**src/rtl/ntt_stage_ctrl.sv**
```systemverilog
// ntt_stage_ctrl: decimation-in-frequency NTT stage sequencer.
// Issues one butterfly read per cycle and retires writes via a delay line.
module ntt_stage_ctrl #(
   parameter int  LOG_N      = 4,
   parameter int  BU_LATENCY = 4,
   parameter int  RD_LATENCY = 1,
   localparam int SW         = (LOG_N > 1) ? $clog2(LOG_N) : 1
) (
   input  logic             clk,
   input  logic             rst_n,
   input  logic             start,
   output logic             busy,
   output logic             done,
   output logic             rd_en,
   output logic [LOG_N-1:0] rd_addr_a,
   output logic [LOG_N-1:0] rd_addr_b,
   output logic [LOG_N-2:0] tw_idx,
   output logic             bu_in_valid,
   output logic             wr_en,
   output logic [LOG_N-1:0] wr_addr_a,
   output logic [LOG_N-1:0] wr_addr_b,
   output logic [SW-1:0]    stage
);

   localparam int N    = 1 << LOG_N;
   localparam int HALF = N / 2;
   localparam int KW   = LOG_N - 1;
   localparam int PL   = RD_LATENCY + BU_LATENCY;

   typedef enum logic [1:0] {
      S_IDLE,
      S_ISSUE,
      S_DRAIN,
      S_FIN
   } state_t;

   state_t r_state;
   state_t w_nxt;

   logic [KW-1:0]    r_k;
   logic [SW-1:0]    r_stage;
   logic [KW-1:0]    r_tw;
   logic             r_busy;
   logic             r_done;

   // Delay line: index 0 is the issue register, index PL is write-back.
   logic [PL:0]      r_vld;
   logic [PL-1:0]    r_last;
   logic [LOG_N-1:0] r_pa [0:PL];
   logic [LOG_N-1:0] r_pb [0:PL];

   logic             w_issue;
   logic             w_go;
   logic             w_adv;
   logic             w_k_last;
   logic             w_s_last;
   logic             w_drained;
   logic [LOG_N-1:0] w_m;
   logic [LOG_N-1:0] w_jmask;
   logic [LOG_N-1:0] w_kx;
   logic [LOG_N-1:0] w_lo;
   logic [LOG_N-1:0] w_hi;
   logic [LOG_N-1:0] w_a;
   logic [LOG_N-1:0] w_b;
   logic [KW-1:0]    w_tw;

   assign w_k_last  = (r_k == {KW{1'b1}});
   assign w_s_last  = (r_stage == SW'(LOG_N - 1));
   assign w_drained = r_vld[PL-1] & r_last[PL-1];

   // Butterfly addressing: insert a zero bit at log2(m) to split k into g,j.
   always_comb begin
      w_m     = LOG_N'(HALF) >> r_stage;
      w_jmask = w_m - LOG_N'(1);
      w_kx    = {1'b0, r_k};
      w_lo    = w_kx & w_jmask;
      w_hi    = (w_kx & ~w_jmask) << 1;
      w_a     = w_hi | w_lo;
      w_b     = w_a | w_m;
      w_tw    = KW'(w_lo << r_stage);
   end

   // Next-state and per-cycle control strobes.
   always_comb begin
      w_nxt   = r_state;
      w_issue = 1'b0;
      w_go    = 1'b0;
      w_adv   = 1'b0;
      unique case (r_state)
         S_IDLE: begin
            if (start) begin
               w_go  = 1'b1;
               w_nxt = S_ISSUE;
            end
         end
         S_ISSUE: begin
            w_issue = 1'b1;
            if (w_k_last) begin
               w_nxt = S_DRAIN;
            end
         end
         S_DRAIN: begin
            if (w_drained) begin
               w_adv = 1'b1;
               w_nxt = w_s_last ? S_FIN : S_ISSUE;
            end
         end
         S_FIN: begin
            w_nxt = S_IDLE;
         end
         default: begin
            w_nxt = S_IDLE;
         end
      endcase
   end

   // State register.
   always_ff @(posedge clk or negedge rst_n) begin
      if (!rst_n) begin
         r_state <= S_IDLE;
      end else begin
         r_state <= w_nxt;
      end
   end

   // Butterfly index and stage counters.
   always_ff @(posedge clk or negedge rst_n) begin
      if (!rst_n) begin
         r_k     <= '0;
         r_stage <= '0;
      end else if (w_go) begin
         r_k     <= '0;
         r_stage <= '0;
      end else if (w_issue) begin
         r_k <= r_k + KW'(1);
      end else if (w_adv) begin
         r_stage <= w_s_last ? '0 : r_stage + SW'(1);
      end
   end

   // Issue register followed by the address/valid delay line.
   always_ff @(posedge clk or negedge rst_n) begin
      if (!rst_n) begin
         r_vld  <= '0;
         r_last <= '0;
         r_tw   <= '0;
         for (int i = 0; i <= PL; i++) begin
            r_pa[i] <= '0;
            r_pb[i] <= '0;
         end
      end else begin
         r_vld[0]  <= w_issue;
         r_last[0] <= w_issue & w_k_last;
         r_pa[0]   <= w_issue ? w_a : '0;
         r_pb[0]   <= w_issue ? w_b : '0;
         r_tw      <= w_issue ? w_tw : '0;
         for (int i = 1; i <= PL; i++) begin
            r_vld[i] <= r_vld[i-1];
            r_pa[i]  <= r_pa[i-1];
            r_pb[i]  <= r_pb[i-1];
         end
         for (int i = 1; i < PL; i++) begin
            r_last[i] <= r_last[i-1];
         end
      end
   end

   // Busy spans issue and drain; done follows the final drain.
   always_ff @(posedge clk or negedge rst_n) begin
      if (!rst_n) begin
         r_busy <= 1'b0;
         r_done <= 1'b0;
      end else begin
         r_busy <= (r_state == S_ISSUE) || (r_state == S_DRAIN);
         r_done <= (r_state == S_FIN);
      end
   end

   assign busy        = r_busy;
   assign done        = r_done;
   assign rd_en       = r_vld[0];
   assign rd_addr_a   = r_pa[0];
   assign rd_addr_b   = r_pb[0];
   assign tw_idx      = r_tw;
   assign bu_in_valid = r_vld[RD_LATENCY];
   assign wr_en       = r_vld[PL];
   assign wr_addr_a   = r_pa[PL];
   assign wr_addr_b   = r_pb[PL];
   assign stage       = r_stage;

endmodule
```
**config.mk**
```make
export PLATFORM = sky130hd
export DESIGN_NAME = ntt_stage_ctrl
export DESIGN_NICKNAME = d
export VERILOG_FILES = /design/src/rtl/ntt_stage_ctrl.sv
export SDC_FILE = /design/constraint.sdc
export NUM_CORES = 1
export LEC_CHECK = 0
export BUFFER_PORTS_ARGS = -buffer_cell sky130_fd_sc_hd__buf_4
export CAP_MARGIN = 20
export CORE_UTILIZATION = 45
export CTS_CLUSTER_DIAMETER = 150
export DETAILED_ROUTE_END_ITERATION = 10
export HOLD_SLACK_MARGIN = 0.06
export PLACE_DENSITY = 0.76
export SYNTH_ARGS = -nofsm -noshare
export SYNTH_HDL_FRONTEND = slang
export SYNTH_SLANG_ARGS = --single-unit
```
**constraint.sdc**
```tcl
create_clock -name clk -period 2.04 [get_ports clk]
set_input_delay 0 -clock clk [delete_from_list [all_inputs] [get_ports clk]]
set_output_delay 0 -clock clk [all_outputs]
set_load 0.005 [all_outputs]
```
==> results.yml, run 1 <==
placed_design:
  port-buffer-count: 28
  gp_congestion: 0.875
  dpl.hpwl_mm: 2.11
  pre_cts_slack_ps: 425
  placed_cell_area_mm2: 0.00257
power_and_ir_drop:
  ir_drop_uv: 627
  p_per_area_mw_per_mm2: 1420
  p_leak_nw: 1.44
worst_setup_path:
  r2r_setup_slack_ps: 410
  crit_cells: 5
  crit_type: "reg2reg"
  path_buf_inv: 1
  worst_setup_path_end_kind: "flip-flop"
  slowest_stage: "or4_1"
  regToRegStartpoint: "r_state[0]"
  r2r_end: "r_state[0]"
  crit_arrival_ps: 1850
  cpLargestDelayFamily: "simple AND/OR/NAND/NOR gates"
  crit_path_cell_trace: "inv_1 -> ha_1 -> nor2b_1 -> or4_1 -> o21a_1"
  max_stage_delay_ps: 470
  start_kind: "flip-flop"
  cp_max_fo: 5
  r2r_cells: 5
  cp.required_ps: 2260
final_layout:
  num-nets-final: 196
  diodes: 0
  post-route-util_pct: 55.1
  final_layout_size_suffix_gt1_share_pct: 23.7
  postLayoutCellArea_mm2: 0.00282
  area_delta_synth_final_pct: 17.5
drt:
  drt_iter0_drc: 72
  routed_wirelength_mm: 3.33
  vias_per_cell: 4.64
  wire_per_inst_um: 13.0
  ant_nets: 0
  drcViolationCount: 0
  first_pass_iters: 4
  vias: 1187
synth:
  async_reset_ff_share_pct: 100
  synth_area_leader_cell: "dfrtp_1"
  synth_compound_area_share_pct: 5.69
  synth.area.top_cells: "dfrtp_1 (74%), ha_1 (6.3%), buf_4 (5.0%), a21oi_1 (1.5%), nor2b_1 (1.0%)"
  yosys.area_share.xor_xnor_pct: 0.731
  ys_seq_area_share_pct: 74.1
  yosys_register_bits: 71
  synth_cells: 157
  ys_types: 27
  synth_warnings: 0
  synth-edff-count: 0
  synthMuxAreaShare_pct: 0.835
  netlist_top_cells_count: "dfrtp_1 (71), buf_4 (16), ha_1 (12)"
  synth.most_common_cell: "dfrtp_1"
  syn_nets: 172
  synth-main-ff-cell: "dfrtp_1"
  yosys.area_share.adder_pct: 6.26
  synth_top_area_share_pct: 74.1
  synth_top_family_by_area: "buffers and inverters"
  synth_area_per_cell_um2: 15.3
  synth.cell_area_mm2: 0.00240
  synth-simple-area-share_pct: 6.00
sta:
  setup_violations: 0
  report.final.hold_viol_count: 0
  min_period_ps: 1630
  setup_tns_ps: 0
  skew_ps: 4.55
  fin_ws_ps: 407
  slew_violations: 0
  rsz0062_at_grt: "no"
  slew_headroom_pct: 44.2
  hold-worst-slack_ps: 313
  worst_pin_slew_ps: 837
  max_freq_mhz: 612
  period_share_pct: 80.1
clocking:
  htree_levels: 3
  numClockSinks: 71
  cts.clk_slew.worst_paths_ps: 70
  cts-resized-gates: 0
  insertion_delay_ps: 320
  clk_path_buf_depth: 2
  tritoncts: "built"
  cts-root-buf: "clkbuf_8"
  cts_buffers: 9
floorplanning:
  num_rows: 26
  initial_utilization_pct: 46.9
  coreArea_mm2: 0.00511
  chipHeight_um: 75.0
  ioPinCount: 29
  die_area_mm2: 0.00562
  die_w_um: 75.0
global_routing:
  grt_pass1_vias: 1224
  gr-total-overflow: 0
  antenna_found_initial: 0
  grt_usage_pct: 14.5
  grt_pass1_wl_mm: 5.59
  grt_max_degree: 72
run_status:
  status: "finished, final reports clean"
run:
  maxCapViolations: 0
hold_path:
  hold_path_class: "in2async"
[layer usage]
metal	share of wire [%]	track usage (%)	vias to the layer above
met5	0	0	-
met1	44	17.5	600
met2	50	21.9	29
met4	1.8	10.7	0
met3	4.2	4.82	8
li1	-	-	550
[cell usage in the layout (no fill, tap or decap), types with 3 or more instances in the layout]
cell type / Yosys / routed
nand2_1: 6 / 6
clkbuf_8: 0 / 11
nor2_1: 5 / 5
buf_4: 16 / 29
and2_1: 3 / 3
nor2b_1: 4 / 4
nand3_1: 3 / 3
dfrtp_1: 71 / 71
ha_1: 12 / 12
inv_1: 6 / 6
a21oi_1: 7 / 7
[kinds of logic (layout without fill, tap and decap cells)]
| group | Yosys count | in the layout |
|---|---|---|
| XOR/XNOR | 2 | 2 |
| buffers and inverters | 24 | 53 |
| AO/OA/AOI/OAI | 19 | 19 |
| AND/OR/NAND/NOR | 27 | 27 |
| flip-flops | 71 | 71 |
| multiplexers | 2 | 2 |
| adder cells (fa/ha/maj) | 12 | 12 |
[state kept, by name (all words and copies together), names as in the netlist]
register,count
stage,2
rd_addr_b,4
done,1
r_pa,16
r_k,3
r_vld,6
r_last,5
wr_addr_b,4
tw_idx,3
r_pb,16
busy,1
r_state,2
rd_addr_a,4
wr_addr_a,4
[worst max-delay path by stage]
stage,from,to,slack (ps)
floorplan,r_state[0],r_state[0],530
global placement,r_state[0],r_state[0],480
detailed placement,r_state[0],r_state[0],430
CTS,stage[0],tw_idx[1],400
global route,stage[0],tw_idx[1],280
finish,r_state[0],r_state[0],410
[worst register-to-register path, delay by kind of cell, from the launching register on]
kind / cells / cell delay (ps)
and+or+nand+nor: 2 / 650
DFF: 1 / 390
adders and majority gates: 1 / 270
AOI/OAI and AO/OA: 1 / 120
buffers and inverters: 1 / 110
[final cells by class]
cell class                 instances  area (µm²)
fill                             427        2290
sequential                        71        1780
multi-input combinational         62         468
timing repair buffer              31         238
clock buffer                      13         159
tap                               70        87.6
clock inverter                     3        65.1
inverter                           6        22.5
[per-stage QoR]
| step | instances | power [W] |
|---|---|---|
| 3_5_place_dp | 238 | 0.00282 |
| 4_1_cts | 256 | 0.00406 |
| 6_report | 256 | 0.00401 |
| 2_1_floorplan | 157 | 0.00251 |
| 5_1_grt | 256 | 0.00425 |
| 3_3_place_gp | 238 | 0.00276 |
[power breakdown]
| part | total [W] | switching (W) | leakage, nW | internal [W] |
|---|---|---|---|---|
| logic | 0.000786 | 0.000384 | 0.382 | 0.000402 |
| clock network | 0.00122 | 0.000463 | 0.114 | 0.000755 |
| registers | 0.00200 | 0.000181 | 0.946 | 0.00182 |
| total | 0.00401 | 0.00103 | 1.44 | 0.00298 |
[repair_timing]
item | in CTS | in global routing
buffers inserted | 0 | 0
hold buffers | 2 | 0
hold endpoints to repair | 74 | 0
endpoints found under the setup margin | 0 | 0
Note: power is estimated with default switching activity, not from simulation.
==> inputs of run 2 (changes only) <==
--- a/config.mk
+++ b/config.mk
@@ -5,13 +5,14 @@
 export SDC_FILE = /design/constraint.sdc
 export NUM_CORES = 1
 export LEC_CHECK = 0
+export ABC_AREA = 1
 export BUFFER_PORTS_ARGS = -buffer_cell sky130_fd_sc_hd__buf_4
 export CAP_MARGIN = 20
 export CORE_UTILIZATION = 45
 export CTS_CLUSTER_DIAMETER = 150
 export DETAILED_ROUTE_END_ITERATION = 10
 export HOLD_SLACK_MARGIN = 0.06
-export PLACE_DENSITY = 0.76
+export PLACE_DENSITY = 0.79
 export SYNTH_ARGS = -nofsm -noshare
 export SYNTH_HDL_FRONTEND = slang
 export SYNTH_SLANG_ARGS = --single-unit
==> constraint.sdc (replaced) <==
create_clock -name clk -period 1.5 [get_ports clk]
set_input_delay 0 -clock clk [delete_from_list [all_inputs] [get_ports clk]]
set_output_delay 0 -clock clk [all_outputs]
set_load 0.005 [all_outputs]
==> run 2 against run 1 <==
Compared with the run above:
- utilization is 0.52 points lower
- global-route usage decreased by 0.39 points
- worst setup slack worse by 270 ps
- area after synthesis is 0.89% higher
- critical path depth grew 2
- clock-buffer cell count down 3
- cell area is 0.31% lower
- non-clock buffer count is 2 higher
- routed wire length fell by 3.2%
- largest cell class unchanged
==> results.yml, run 2 <==
worst_setup_path:
  cp_max_fo: 6
  critPathCapture: "stage[1]"
  r2r_setup_slack_ps: 140
  crit_start: "r_state[0]"
  crit_type: "reg2reg"
  worst_setup_path_end_kind: "flip-flop"
  cp.required_ps: 1730
  r2r_end: "stage[1]"
  crit_arrival_ps: 1590
  regToRegStartpoint: "r_state[0]"
  start_kind: "flip-flop"
  r2r_cells: 7
floorplanning:
  ioPinCount: 29
  coreArea_mm2: 0.00514
  die_area_mm2: 0.00567
  chipHeight_um: 75.3
  num_rows: 26
  die_w_um: 75.3
  initial_utilization_pct: 47.1
synth:
  syn_nets: 196
  synth-edff-count: 0
  synth-main-ff-cell: "dfrtp_1"
  synth_area_per_cell_um2: 13.4
  synth_warnings: 0
  synth.area.top_cells: "dfrtp_1 (73%), ha_1 (6.2%), buf_4 (5.0%), nand2_1 (4.3%), nor2_1 (2.2%)"
  synth_cells: 181
  synth_area_leader_cell: "dfrtp_1"
  ys_types: 17
  synth.most_common_cell: "dfrtp_1"
  async_reset_ff_share_pct: 100
  netlist_top_cells_count: "dfrtp_1 (71), nand2_1 (28), buf_4 (16)"
  synth_top_area_share_pct: 73.5
  yosys_register_bits: 71
  synth.cell_area_mm2: 0.00242
  ys_seq_area_share_pct: 73.5
global_routing:
  grt_pass1_wl_mm: 5.61
  grt_pass1_vias: 1208
  grt_usage_pct: 14.1
  grt_max_degree: 39
  antenna_found_initial: 0
  gr-total-overflow: 0
drt:
  wl_met2_mm: 1.53
  wl_met1_mm: 1.43
  drcViolationCount: 0
  vias: 1243
  ant_nets: 0
  drt_iter0_drc: 81
  wl_met3_um: 173
  wire_per_inst_um: 11.4
  routed_wirelength_mm: 3.22
  vias_per_cell: 4.39
  first_pass_iters: 4
  highest_layer: "met4"
sta:
  slew_violations: 0
  slew_headroom_pct: 70.8
  report.final.hold_viol_count: 0
  setup_violations: 0
  setup_tns_ps: 0
  worst_pin_slew_ps: 439
  period_share_pct: 90.6
  rsz0062_at_grt: "no"
  hold-worst-slack_ps: 142
  skew_ps: 8.44
  min_period_ps: 1360
  max_freq_mhz: 736
clocking:
  clk_path_buf_depth: 2
  insertion_delay_ps: 340
  cts.clk_slew.worst_paths_ps: 70
  tritoncts: "built"
  numClockSinks: 71
  cts-root-buf: "clkbuf_8"
  cts_buffers: 9
  htree_levels: 3
final_layout:
  multi_input_area_um2: 460
  area_delta_synth_final_pct: 16.1
  top_regs: "r_pa (16), r_pb (16), r_vld (6)"
  num-nets-final: 223
  final_layout_size_suffix_gt1_share_pct: 27.7
  layout.cells.non_filler: 283
  final_common_cell: "dfrtp_1"
  regArea_mm2: 0.00178
  final_cell_mix: "dfrtp_1 (71), buf_4 (30), nand2_1 (28)"
  fillers: 454
  diodes: 0
hold_path:
  hold_path_class: "in2async"
placed_design:
  dp_cells: 265
  dpl.hpwl_mm: 2.08
  port-buffer-count: 28
  gp_congestion: 0.909
run:
  maxCapViolations: 0
power_and_ir_drop:
  p_leak_nw: 1.49
  p_per_area_mw_per_mm2: 1960
  ir_drop_uv: 1200
run_status:
  status: "finished, final reports clean"
[run 2: cell count changes after synthesis, moves of 4 or more]
cell | before | now
a21oi_1 | 7 | 0
o21ai_1 | 1 | 5
nor2_1 | 5 | 14
nor2b_1 | 4 | 0
nand2_1 | 6 | 28
nand2_2 | 0 | 4
inv_1 | 6 | 11
[run 2: metrics by stage]
stage | setup slack [ps] | utilization [%] | instance area (µm²) | total power, W
2_1_floorplan | 190 | - | 2420 | 0.00378
3_3_place_gp | 190 | 51.0 | 2620 | 0.00421
3_5_place_dp | 110 | 51.0 | 2620 | 0.00428
4_1_cts | 72.0 | 54.6 | 2810 | 0.00556
5_1_grt | 19.5 | 54.6 | 2810 | 0.00592
6_report | 142 | 54.6 | 2810 | 0.00550
[run 2: report_power, final]
part / internal, W / switching (W) / total [W]
logic: 0.000651 / 0.000747 / 0.00140
registers: 0.00254 / 0.000300 / 0.00284
clock network: 0.000590 / 0.000671 / 0.00126
[run 2: timing repair]
action                     in CTS  in global routing
hold buffers                    2                  0
setup endpoints to repair       0                  4
buffers inserted                0                  0
gates resized for setup         0                  1
hold endpoints to repair       76                  0
[run 2: layout make-up]
class                   instances  share of cell area [%]
flip-flops and latches         71                    63.3
multi-input cells              79                    16.4
repair buffers                 33                    9.45
clock buffers                  10                    4.55
well taps                      70                    3.12
inverters                      14                    1.87
clock inverters                 6                    1.34
[run 2: metal layers]
layer,vias to the layer above,track usage (%)
li1,597,-
met1,601,18.3
met2,35,20.1
met3,10,5.16
met4,0,9.26
met5,-,0
[run 2: worst min path at each step]
| stage | end | cells after the start | from | slack [ps] |
|---|---|---|---|---|
| finish | wr_addr_b[0] | 2 | rst_n | 140 |
| global route | r_pa[12] | 2 | rst_n | 200 |
| CTS | r_pa[12] | 2 | rst_n | 150 |
| detailed placement | r_vld[5] | 1 | rst_n | -20 |
| global placement | wr_addr_b[0] | 1 | rst_n | -20 |
| floorplan | busy | 0 | rst_n | -300 |
[run 2: worst max-delay path, cell delays in order (launching register included)]
cell,delay [ps]
dfrtp_1,420
inv_1,150
ha_1,190
nand2_1,140
nand2_1,100
nand2_1,110
nand2_1,80
o21ai_1,60
[run 2: cells by family (layout without fill, tap and decap cells)]
group | count (synthesis) | in the layout | synth area share, %
compound gates | 11 | 11 | 2.74
fa+ha+maj | 12 | 12 | 6.21
buf+inv | 31 | 63 | 7.60
flops | 71 | 71 | 73.5
simple gates | 56 | 56 | 9.98
